<file path="src/rtl/row_map_loader_if.sv">
// Host-side bundle for the row remap table loader: run control, FIFO read port,
// table write port and run status.
interface row_map_loader_if #(
    parameter int unsigned DEPTH = 512
);
    localparam int unsigned AW = $clog2(DEPTH);
    localparam int unsigned CW = $clog2(DEPTH + 1);

    logic          start;
    logic          mode;
    logic [AW-1:0] start_addr;
    logic [CW-1:0] count;
    logic          fifo_empty;
    logic          fifo_rd_en;
    logic [15:0]   fifo_dout;
    logic [AW-1:0] mem_write_addr;
    logic [AW-1:0] mem_write_data;
    logic          mem_write_en;
    logic          busy;
    logic          done;
    logic [CW-1:0] written;

    // Host / FIFO / table side.
    modport master (
        output start, mode, start_addr, count, fifo_empty, fifo_dout,
        input  fifo_rd_en, mem_write_addr, mem_write_data, mem_write_en,
               busy, done, written
    );

    // Loader side.
    modport slave (
        input  start, mode, start_addr, count, fifo_empty, fifo_dout,
        output fifo_rd_en, mem_write_addr, mem_write_data, mem_write_en,
               busy, done, written
    );
endinterface

</file>
<file path="src/rtl/row_map_loader.sv">
// Write-side sequencer for the row address remap table: paced single-cycle write
// strobes fed either by an identity ramp or by a 1-cycle-latency host FIFO.
module row_map_loader #(
    parameter int unsigned WR_GAP = 3,
    parameter int unsigned DEPTH  = 512
) (
    input logic             clk,
    input logic             rst,
    row_map_loader_if.slave bus
);
    localparam int unsigned AW = $clog2(DEPTH);
    localparam int unsigned CW = $clog2(DEPTH + 1);
    localparam int unsigned GW = $clog2(WR_GAP + 1);

    typedef enum logic [2:0] {
        S_IDLE,
        S_FETCH,
        S_CAPTURE,
        S_WRITE,
        S_GAP,
        S_DONE
    } state_e;

    state_e        state_q, state_d;
    logic          mode_q, mode_d;
    logic [CW-1:0] count_q, count_d;
    logic [CW-1:0] written_q, written_d;
    logic [AW-1:0] addr_q, addr_d;
    logic [AW-1:0] data_q, data_d;
    logic [GW-1:0] gap_q, gap_d;
    logic          wr_en_q, wr_en_d;
    logic          busy_q, busy_d;
    logic          done_q, done_d;
    logic          fifo_rd_c;
    logic          gap_last;
    logic          unused_dout_bits;

    assign gap_last         = (gap_q == GW'(WR_GAP - 1));
    assign unused_dout_bits = ^bus.fifo_dout[15:AW];

    // State and datapath registers.
    always_ff @(posedge clk) begin
        if (rst) begin
            state_q   <= S_IDLE;
            mode_q    <= 1'b0;
            count_q   <= '0;
            written_q <= '0;
            addr_q    <= '0;
            data_q    <= '0;
            gap_q     <= '0;
            wr_en_q   <= 1'b0;
            busy_q    <= 1'b0;
            done_q    <= 1'b0;
        end else begin
            state_q   <= state_d;
            mode_q    <= mode_d;
            count_q   <= count_d;
            written_q <= written_d;
            addr_q    <= addr_d;
            data_q    <= data_d;
            gap_q     <= gap_d;
            wr_en_q   <= wr_en_d;
            busy_q    <= busy_d;
            done_q    <= done_d;
        end
    end

    // Next-state logic.
    always_comb begin
        state_d = state_q;
        unique case (state_q)
            S_IDLE: begin
                if (bus.start) begin
                    if (bus.count == '0) state_d = S_DONE;
                    else if (bus.mode)   state_d = S_FETCH;
                    else                 state_d = S_WRITE;
                end
            end
            S_FETCH:   if (!bus.fifo_empty) state_d = S_CAPTURE;
            S_CAPTURE: state_d = S_WRITE;
            S_WRITE:   state_d = S_GAP;
            S_GAP: begin
                if (gap_last) begin
                    if (written_q == count_q) state_d = S_DONE;
                    else if (mode_q)          state_d = S_FETCH;
                    else                      state_d = S_WRITE;
                end
            end
            S_DONE:    state_d = S_IDLE;
            default:   state_d = S_IDLE;
        endcase
    end

    // Datapath and output logic; address/data only move on entry to WRITE or on
    // the last gap cycle, so they are stable for the whole strobe.
    always_comb begin
        mode_d    = mode_q;
        count_d   = count_q;
        written_d = written_q;
        addr_d    = addr_q;
        data_d    = data_q;
        gap_d     = '0;
        fifo_rd_c = 1'b0;
        unique case (state_q)
            S_IDLE: begin
                if (bus.start) begin
                    mode_d    = bus.mode;
                    count_d   = bus.count;
                    addr_d    = bus.start_addr;
                    written_d = '0;
                    if (state_d == S_WRITE) data_d = bus.start_addr;
                end
            end
            S_FETCH:   fifo_rd_c = !bus.fifo_empty;
            S_CAPTURE: data_d = bus.fifo_dout[AW-1:0];
            S_WRITE:   written_d = written_q + CW'(1);
            S_GAP: begin
                gap_d = gap_last ? '0 : gap_q + GW'(1);
                if (gap_last) begin
                    addr_d = addr_q + AW'(1);
                    if (state_d == S_WRITE) data_d = addr_q + AW'(1);
                end
            end
            default: ;
        endcase
        wr_en_d = (state_d == S_WRITE);
        busy_d  = (state_d != S_IDLE) && (state_d != S_DONE);
        done_d  = (state_d == S_DONE);
    end

    assign bus.fifo_rd_en     = fifo_rd_c & ~rst;
    assign bus.mem_write_addr = addr_q;
    assign bus.mem_write_data = data_q;
    assign bus.mem_write_en   = wr_en_q;
    assign bus.busy           = busy_q;
    assign bus.done           = done_q;
    assign bus.written        = written_q;
endmodule

</file>
<file path="src/flat_wrapper.sv">
// flat-port wrapper written by rule: the top's interface ports become plain ports
module row_map_loader_flat 
#(
    parameter int unsigned WR_GAP = 3,
    parameter int unsigned DEPTH  = 512
)
  (clk, rst, bus_start, bus_mode, bus_start_addr, bus_count, bus_fifo_empty, bus_fifo_dout, bus_fifo_rd_en, bus_mem_write_addr, bus_mem_write_data, bus_mem_write_en, bus_busy, bus_done, bus_written);
  row_map_loader_if #(.DEPTH(DEPTH)) bus_i ();
  input logic clk;
  input logic rst;
  input wire logic [$bits(bus_i.start)-1:0] bus_start;
  input wire logic [$bits(bus_i.mode)-1:0] bus_mode;
  input wire logic [$bits(bus_i.start_addr)-1:0] bus_start_addr;
  input wire logic [$bits(bus_i.count)-1:0] bus_count;
  input wire logic [$bits(bus_i.fifo_empty)-1:0] bus_fifo_empty;
  input wire logic [$bits(bus_i.fifo_dout)-1:0] bus_fifo_dout;
  output wire logic [$bits(bus_i.fifo_rd_en)-1:0] bus_fifo_rd_en;
  output wire logic [$bits(bus_i.mem_write_addr)-1:0] bus_mem_write_addr;
  output wire logic [$bits(bus_i.mem_write_data)-1:0] bus_mem_write_data;
  output wire logic [$bits(bus_i.mem_write_en)-1:0] bus_mem_write_en;
  output wire logic [$bits(bus_i.busy)-1:0] bus_busy;
  output wire logic [$bits(bus_i.done)-1:0] bus_done;
  output wire logic [$bits(bus_i.written)-1:0] bus_written;
  assign bus_i.start = bus_start;
  assign bus_i.mode = bus_mode;
  assign bus_i.start_addr = bus_start_addr;
  assign bus_i.count = bus_count;
  assign bus_i.fifo_empty = bus_fifo_empty;
  assign bus_i.fifo_dout = bus_fifo_dout;
  assign bus_fifo_rd_en = bus_i.fifo_rd_en;
  assign bus_mem_write_addr = bus_i.mem_write_addr;
  assign bus_mem_write_data = bus_i.mem_write_data;
  assign bus_mem_write_en = bus_i.mem_write_en;
  assign bus_busy = bus_i.busy;
  assign bus_done = bus_i.done;
  assign bus_written = bus_i.written;
  row_map_loader #(.WR_GAP(WR_GAP), .DEPTH(DEPTH)) u_core (.clk(clk), .rst(rst), .bus(bus_i));
endmodule
</file>
<file path="config.mk">
export PLATFORM = sky130hd
export DESIGN_NAME = row_map_loader_flat
export DESIGN_NICKNAME = d
export VERILOG_FILES = /design/src/rtl/row_map_loader_if.sv /design/src/rtl/row_map_loader.sv /design/src/flat_wrapper.sv
export SDC_FILE = /design/constraint.sdc
export NUM_CORES = 1
export LEC_CHECK = 0
export CAP_MARGIN = 20
export CORE_MARGIN = 2
export CORE_UTILIZATION = 51
export CTS_CLUSTER_SIZE = 12
export DETAILED_ROUTE_END_ITERATION = 8
export GPL_ROUTABILITY_DRIVEN = 0
export GPL_TIMING_DRIVEN = 0
export HOLD_SLACK_MARGIN = 0.03
export MAX_ROUTING_LAYER = met4
export PLACE_DENSITY = 0.84
export SETUP_SLACK_MARGIN = 0.2
export SLEW_MARGIN = 20
export SYNTH_ARGS = -nofsm -noshare
export SYNTH_HDL_FRONTEND = slang
export SYNTH_SLANG_ARGS = --single-unit
</file>
<file path="constraint.sdc">
create_clock -name clk -period 4.13 [get_ports clk]
set_input_delay 0.6195 -clock clk [delete_from_list [all_inputs] [get_ports clk]]
set_output_delay 0.6195 -clock clk [all_outputs]
set_load 0.02 [all_outputs]
</file>
# --- After elaboration in Yosys (flattened, before gate mapping) ---
# Cells that the tools add are included.
word_totals:
  mem_count: 0
  mem_bits_ro: 0
  latch_bits: 0
  out_inout_bits: 32
  ff_bits: 47
  ramBits: 0
  input_bits: 40
  wordCells: 61
classes:
  n_mul: 0
  magnitude_cmp: 0
  n_addsub: 3
  div_mod_pow: 0
  n_eq_ne: 13
  bitwise: 3
  mux: 19
  reduce_logical: 13
  shift: 0
op_table:
  columns: ["op", "count"]
  rows:
  - ["two-way mux 9 bit", 6]
  - ["case mux 9 bit (3 select lines)", 1]
  - ["case mux 10 bit (2 select lines)", 1]
  - ["case mux 9 bit (2 select lines)", 1]
  - ["two-way mux 3 bit", 5]
  - ["case mux 3 bit (5 select lines)", 1]
  - ["adder 10 x 1 -> 10 bit, second input constant", 1]
  - ["== test 10 bit", 1]
  - ["zero test 10 bit", 1]
  - ["two-way mux 10 bit", 1]
  - ["adder 9 x 1 -> 9 bit, second input constant", 1]
  - ["== test 3 x 2 -> 1 bit, second input constant", 3]
  - ["== test 3 bit, second input constant", 2]
  - ["!= test 2 x 1 -> 1 bit, second input constant", 3]
  - ["nonzero test 3 bit", 2]
  - ["AND reduction 5 bit", 1]
  - ["two-way mux 2 bit", 2]
  - ["AND reduction 2 bit", 2]
  - ["nonzero test 2 bit", 2]
  - ["== test 3 x 1 -> 1 bit, second input constant", 1]
  - ["zero test 3 bit", 1]
  - ["!= test 3 bit, second input constant", 1]
  - ["AND reduction 3 bit", 1]
  - ["OR reduction 3 bit", 1]
  - ["other kinds (8)", 9]

# --- Longest topological paths before layout ---
# Gate-level depths: netlist of the first run.
logic_depth:
  word_depth: 8
  ltp_mapped: 8
  ltp_nobuf: 7

# --- Worst setup path after synthesis of the first run ---
# Ideal clock, no wire load.
synth_path:
  path_type: "in2out"
  startpoint: "in bus_fifo_empty"
  endpoint: "out bus_fifo_rd_en"
  slack_ns: 1.978
  n_path_buf: 0
  stages: 2
  t_arrival_ns: 1.533
  required_time_ns: 3.510
  path_cell_list: "or3b_2 nor3_1"
synth_between:
  elab_chain_cells: 3
synth_lines:
  columns: ["item", "line", "source"]
  rows:
  - ["from (decl)", "flat_wrapper.sv:15", "input wire logic [$bits(bus_i.fifo_empty)-1:0] bus_fifo_empty;"]
  - ["zero test 1 bit", null, null]
  - ["two-way mux 1 bit", "row_map_loader.sv:104", "unique case (state_q)"]
  - ["bitwise AND 1 bit", "row_map_loader.sv:131", "assign bus.fifo_rd_en = fifo_rd_c & ~rst;"]
  - ["to (decl)", "flat_wrapper.sv:17", "output wire logic [$bits(bus_i.fifo_rd_en)-1:0] bus_fifo_rd_en;"]
# No other way between the ends.

# --- Final worst setup path of the first run ---
layout_path:
  startpoint: "in rst"
  endpoint: "out bus_fifo_rd_en"
layout_between:
  elab_chain_cells: 2
layout_lines:
  columns: ["item", "line", "source"]
  rows:
  - ["from (decl)", "flat_wrapper.sv:10", "input logic rst;"]
  - ["NOT 1 bit", "row_map_loader.sv:131", null]
  - ["bitwise AND 1 bit", "row_map_loader.sv:131", null]
# No other way between the ends.

==> impl_metrics.yaml, run 1 <==
run_status:
  status: "finished, final reports clean"
synth:
  syn_nets: 356
  ys_seq_elements: 47
  synth-seq-area-share_pct: 37.0
  yosysWarnings: 0
  synth.avg_cell_area_um2: 8.12
  netlist_instances: 313
  ys_types: 54
  synth_async_sr_flop_share_pct: 0
  syn_area_um2: 2540
  synth-edff-count: 0
  ys.flop_type: "dfxtp_1"
clock_network:
  cts_buffer_depth: 2
  ctsHtreeMaxLevel: 2
  ctsResizeCount: 0
  clk_latency_ns: 0.31
  postCtsSetupBuffers: 0
  cts.sinks: 47
  clkTransAtPathRegs_ns: 0.09
  root_buffer: "clkbuf_8"
  cts_buffers: 5
  cts_tree: "built"
  cts_hold_buf: 0
power:
  p_comb_share_pct: 36.1
  powerDensity_nw_per_um2: 386
  power.net_switching_uw: 454
  p_clk_share_pct: 21.6
  p_int_uw: 839
  power.leakage_uw: 0.00131
  ir_worst_vdd_uv: 213
  sw_frac_of_total_pct: 35.1
  p_seq_share_pct: 42.2
critical_path:
  cp-start-kind: "primary input"
  path_class: "primary input to output pin"
  cp.required_ns: 3.51
  crit_fanout: 10
  endpoint_kind: "output pin"
  r2r_slack_ns: 1.92
  crit_arrival_ns: 2.36
sta:
  finClkSkew_ns: 0.00432
  hold_viol: 0
  finalCriticalPeriod_ns: 2.98
  max_slew_margin_pct: 61.8
  setup_viol: 0
  finalSetupTns_ns: 0
  drv_slew: 0
  fin_crit_sh_pct: 72.2
  worst_pin_slew_ns: 0.573
  rsz0062_at_grt: "no"
  maxClockFrequency_ghz: 0.335
floorplanning:
  coreArea_um2: 4750
  chipHeight_um: 74.6
  start_util_pct: 53.4
  row_count: 25
  io_pins: 72
  design.die.area_um2: 5560
  fp.dieW_um: 74.6
hold_path:
  hold_path_class: "flip-flop to flip-flop"
placement:
  io_buffer_count: 64
  place_hpwl_mm: 5.43
layout:
  fillers: 408
  diodes: 0
  layout-drive-gt1-share_pct: 8.05
  post-route-util_pct: 70.5
  final_cell_mix: "64 x clkdlybuf4s50_1, 47 x dfxtp_1, 44 x nand2_1, 37 x a21oi_1, 27 x nor2_1"
  layout.cells.most_common: "clkdlybuf4s50_1"
  final_net_count: 427
  area_delta_synth_final_pct: 31.9
detailed_routing:
  wirelength_mm: 7.27
  vias: 2637
  viasPerCell: 5.83
  route.antenna.remaining_nets: 0
  drc: 0
  firstDrtPassIters: 5
  top_layer: "met4"
  wl_per_cell_um: 16.1
  wl_met3_um: 471
  met2_length_mm: 3.59
  drtIter0Drc: 193
  drt-met1-wl_mm: 3.05
grt:
  grt_pass1_vias: 2397
  grt_max_degree: 15
  grt_antenna_before_repair: 0
  grt_pass1_wl_mm: 11.4
  grt_overflow: 0
  grtUsageTotal_pct: 27.8
flow_run:
  maxCapViolCount: 0
## cell type report
type | count | area, um2 | share of cell area, %
plain buffers | 17 | 72.6 | 2.17
clock buffers | 6 | 72.6 | 2.17
clock inverters | 2 | 12.5 | 0.373
inverters | 5 | 18.8 | 0.560
multi-input cells | 244 | 1510 | 45.0
flip-flops and latches | 47 | 941 | 28.1
well taps | 67 | 83.8 | 2.50
repair buffers | 64 | 641 | 19.1
## through the flow
step	hold slack, ns	setup slack [ns]	total power [uW]	instances	instance area, um2
after detailed placement	0.417	1.15	1020	444	3270
after floorplan	0.400	1.98	851	313	2540
after CTS	0.430	1.13	1290	452	3350
after global placement	0.408	1.18	1000	444	3270
final	0.429	1.15	1290	452	3350
after global routing	0.455	1.09	1360	452	3350
## critical path: stages
cell,delay (ns)
clkdlybuf4s50_1,0.50
clkbuf_1,0.30
nor3_1,0.29
clkdlybuf4s50_1,0.65
## state kept, by name (all words and copies together) (netlist names)
signal / flops
u_core.bus.mem_write_en: 1
u_core.gap_q: 2
u_core.bus.mem_write_data: 9
u_core.bus.written: 10
u_core.count_q: 10
u_core.bus.done: 1
u_core.state_q: 3
u_core.bus.mem_write_addr: 9
u_core.mode_q: 1
u_core.bus.busy: 1
## worst paths after layout
check,start,to,depth (start not counted)
worst max-delay path,rst,bus_fifo_rd_en,4
worst min-delay path,u_core.gap_q[0]$_SDFF_PP0_,u_core.gap_q[0]$_SDFF_PP0_,1
worst max register to register,u_core.bus.written[6]$_SDFFE_PP0P_,u_core.bus.mem_write_data[0]$_SDFFE_PP0P_,5
worst min register to register,u_core.gap_q[0]$_SDFF_PP0_,u_core.gap_q[0]$_SDFF_PP0_,1
## power by group through the flow
stage / registers [uW] / logic (uW) / clock network, uW
5_1_grt: 554 / 507 / 295
2_1_floorplan: 585 / 266 / 0
3_5_place_dp: 556 / 462 / 0
6_report: 546 / 467 / 280
3_3_place_gp: 553 / 449 / 0
4_1_cts: 545 / 465 / 278
## synthesized netlist by cell type, types with 2 or more instances
cell        n  area [um2]
ha_1        3        37.5
o22ai_1     3        18.8
a22oi_1     4        30.0
and3_1      7        43.8
nand2b_1    4        25.0
inv_1       5        18.8
nor2_1     27         101
or4_1       2        15.0
nor4_1      8        50.1
a21oi_1    37         185
nand2_1    44         165
or2_2       2        12.5
a2bb2oi_1   3        26.3
nand3_1    10        50.1
xor2_1     12         105
mux2_4      6        90.1
or3_1       3        18.8
buf_2       4        20.0
nor3b_2     2        25.0
a31oi_1     6        37.5
o221a_2     2        22.5
o21ai_0    12        60.1
nor3_1      6        30.0
clkbuf_1   11        41.3
mux2i_1     5        50.1
nor2b_1     6        37.5
xnor2_1     2        17.5
nand3b_1    5        37.5
dfxtp_1    47         941
## layer usage
layer	track usage (%)	up-vias
li1	-	1267
met1	33.5	1240
met3	4.74	16
met4	10.3	0
met5	-	-
met2	46.6	114
## logic make-up (layout without fill, tap and decap cells)
kind of cell / count (synthesis) / in the layout / share of synthesized area, %
buf+inv: 22 / 94 / 3.59
compound gates: 80 / 80 / 19.8
mux: 12 / 12 / 5.96
fa+ha+maj: 3 / 3 / 1.48
flops: 47 / 47 / 37.0
simple gates: 135 / 135 / 27.3
xor+xnor: 14 / 14 / 4.83
Power figures use the tool's default switching activity.
==> inputs of run 2 (changes only) <==
Settings changed: CORE_UTILIZATION 51 to 43, PLACE_DENSITY 0.84 to 0.75.
Clock period 4.13 ns to 2.6 ns, I/O delays scaled along.
==> impl_metrics.yaml, run 2 (same netlist as run 1, synthesis figures left out) <==
floorplanning:
  io_pins: 72
  fp.dieW_um: 80.9
  start_util_pct: 45.3
  row_count: 27
  chipHeight_um: 80.9
  design.die.area_um2: 6540
  coreArea_um2: 5610
power:
  powerDensity_nw_per_um2: 618
  p_clk_share_pct: 23.4
  power.net_switching_uw: 698
  ir_worst_vdd_uv: 301
  p_int_uw: 1390
  p_seq_share_pct: 41.6
  p_comb_share_pct: 35.0
  power.leakage_uw: 0.00133
  sw_frac_of_total_pct: 33.5
layout:
  fillers: 546
  area_delta_synth_final_pct: 32.7
  final_cell_mix: "63 x clkdlybuf4s50_1, 47 x dfxtp_1, 44 x nand2_1, 37 x a21oi_1, 27 x nor2_1"
  regArea_um2: 941
  fin_area_um2: 3370
  diodes: 0
  multi_input_area_um2: 1510
  post-route-util_pct: 60.1
  final_cells: 457
  final_net_count: 427
  layout-drive-gt1-share_pct: 8.31
  layout.cells.most_common: "clkdlybuf4s50_1"
critical_path:
  path_class: "primary input to output pin"
  rr_worst_depth: 5
  r2r_start: "u_core.bus.written[6]$_SDFFE_PP0P_"
  cp-start-kind: "primary input"
  endpoint_kind: "output pin"
  crit_fanout: 2
  r2r_slack_ns: 0.43
  r2r-end: "u_core.bus.mem_write_data[3]$_SDFFE_PP0P_"
  cp.required_ns: 2.21
  crit_arrival_ns: 1.80
hold_path:
  worstHoldPathCells: 1
  min_to: "u_core.gap_q[0]$_SDFF_PP0_"
  min_from: "u_core.gap_q[0]$_SDFF_PP0_"
  hold_path_class: "flip-flop to flip-flop"
grt:
  grt_pass1_wl_mm: 11.2
  grt_antenna_before_repair: 0
  grtUsageTotal_pct: 22.6
  grt_overflow: 0
  grt_pass1_vias: 2364
  grt_max_degree: 14
detailed_routing:
  drc: 0
  viasPerCell: 5.48
  vias: 2504
  route.antenna.remaining_nets: 0
  wl_per_cell_um: 15.2
  drtIter0Drc: 160
  wirelength_mm: 6.92
  firstDrtPassIters: 5
clock_network:
  ctsHtreeMaxLevel: 2
  clkTransAtPathRegs_ns: 0.09
  ctsResizeCount: 2
  cts_tree: "built"
  clk_latency_ns: 0.31
  cts.sinks: 47
  cts_buffer_depth: 2
  cts_hold_buf: 0
  postCtsSetupBuffers: 0
  cts_buffers: 5
  root_buffer: "clkbuf_8"
placement:
  place_hpwl_mm: 5.23
  place_inst: 449
  placed_area_um2: 3270
  io_buffer_count: 64
sta:
  finalSetupTns_ns: 0
  max_slew_margin_pct: 60.5
  fin_crit_sh_pct: 84.1
  worst_pin_slew_ns: 0.592
  setup_viol: 0
  maxClockFrequency_ghz: 0.458
  rsz0062_at_grt: "no"
  hold_viol: 0
  finClkSkew_ns: 0.00438
  finalCriticalPeriod_ns: 2.19
  drv_slew: 0
  fin_hold_ws_ns: 0.432
flow_run:
  maxCapViolCount: 0
run_status:
  status: "finished, final reports clean"
[run 2: metal layers]
metal / global-route usage (%) / wire length (um) / part of all wire [%] / vias up
met3: 4.22 / 359 / 5.2 / 7
met1: 29.1 / 3190 / 46 / 1173
met5: - / 0 / 0 / -
met4: 6.78 / 80 / 1.2 / 0
met2: 36.4 / 3300 / 48 / 63
li1: - / - / - / 1261
[run 2: cell type report]
class	count	share of cell area, %
plain buffers	17	2.19
well taps	72	2.67
flip-flops and latches	47	27.9
inverters	5	0.557
repair buffers	64	19.0
clock buffers	8	2.97
multi-input cells	244	44.7
[run 2: critical path, cell delays in order]
cell             delay (ns)
clkdlybuf4s50_1        0.43
or3b_2                 0.47
nor3_1                 0.16
dlygate4sd2_1          0.36
[run 2: how the worst max path moves through the flow]
| stage | startpoint | endpoint | slack (ns) | cells past startpoint |
|---|---|---|---|---|
| finish | bus_fifo_empty | bus_fifo_rd_en | 0.41 | 4 |
| global route | u_core.bus.written[6]$_SDFFE_PP0P_ | u_core.bus.mem_write_data[4]$_SDFFE_PP0P_ | 0.29 | 5 |
| CTS | bus_fifo_empty | bus_fifo_rd_en | 0.40 | 4 |
| detailed placement | rst | bus_fifo_rd_en | 0.09 | 4 |
| global placement | rst | bus_fifo_rd_en | 0.09 | 4 |
| floorplan | u_core.bus.written[6]$_SDFFE_PP0P_ | u_core.bus.mem_write_data[0]$_SDFFE_PP0P_ | 0.67 | 5 |
[run 2: metrics by stage]
stage                     worst slack [ns]  power [uW]
after floorplan                      0.672        1350
after global placement              0.0887        1600
after detailed placement            0.0922        1610
after CTS                            0.396        2090
after global routing                 0.286        2200
final                                0.414        2080
[run 2: power by group through the flow]
stage / logic (uW) / registers (uW) / clock network [uW]
floorplan: 422 / 929 / 0
global placement: 717 / 880 / 0
detailed placement: 727 / 882 / 0
CTS: 729 / 867 / 497
global route: 803 / 877 / 521
finish: 729 / 868 / 487
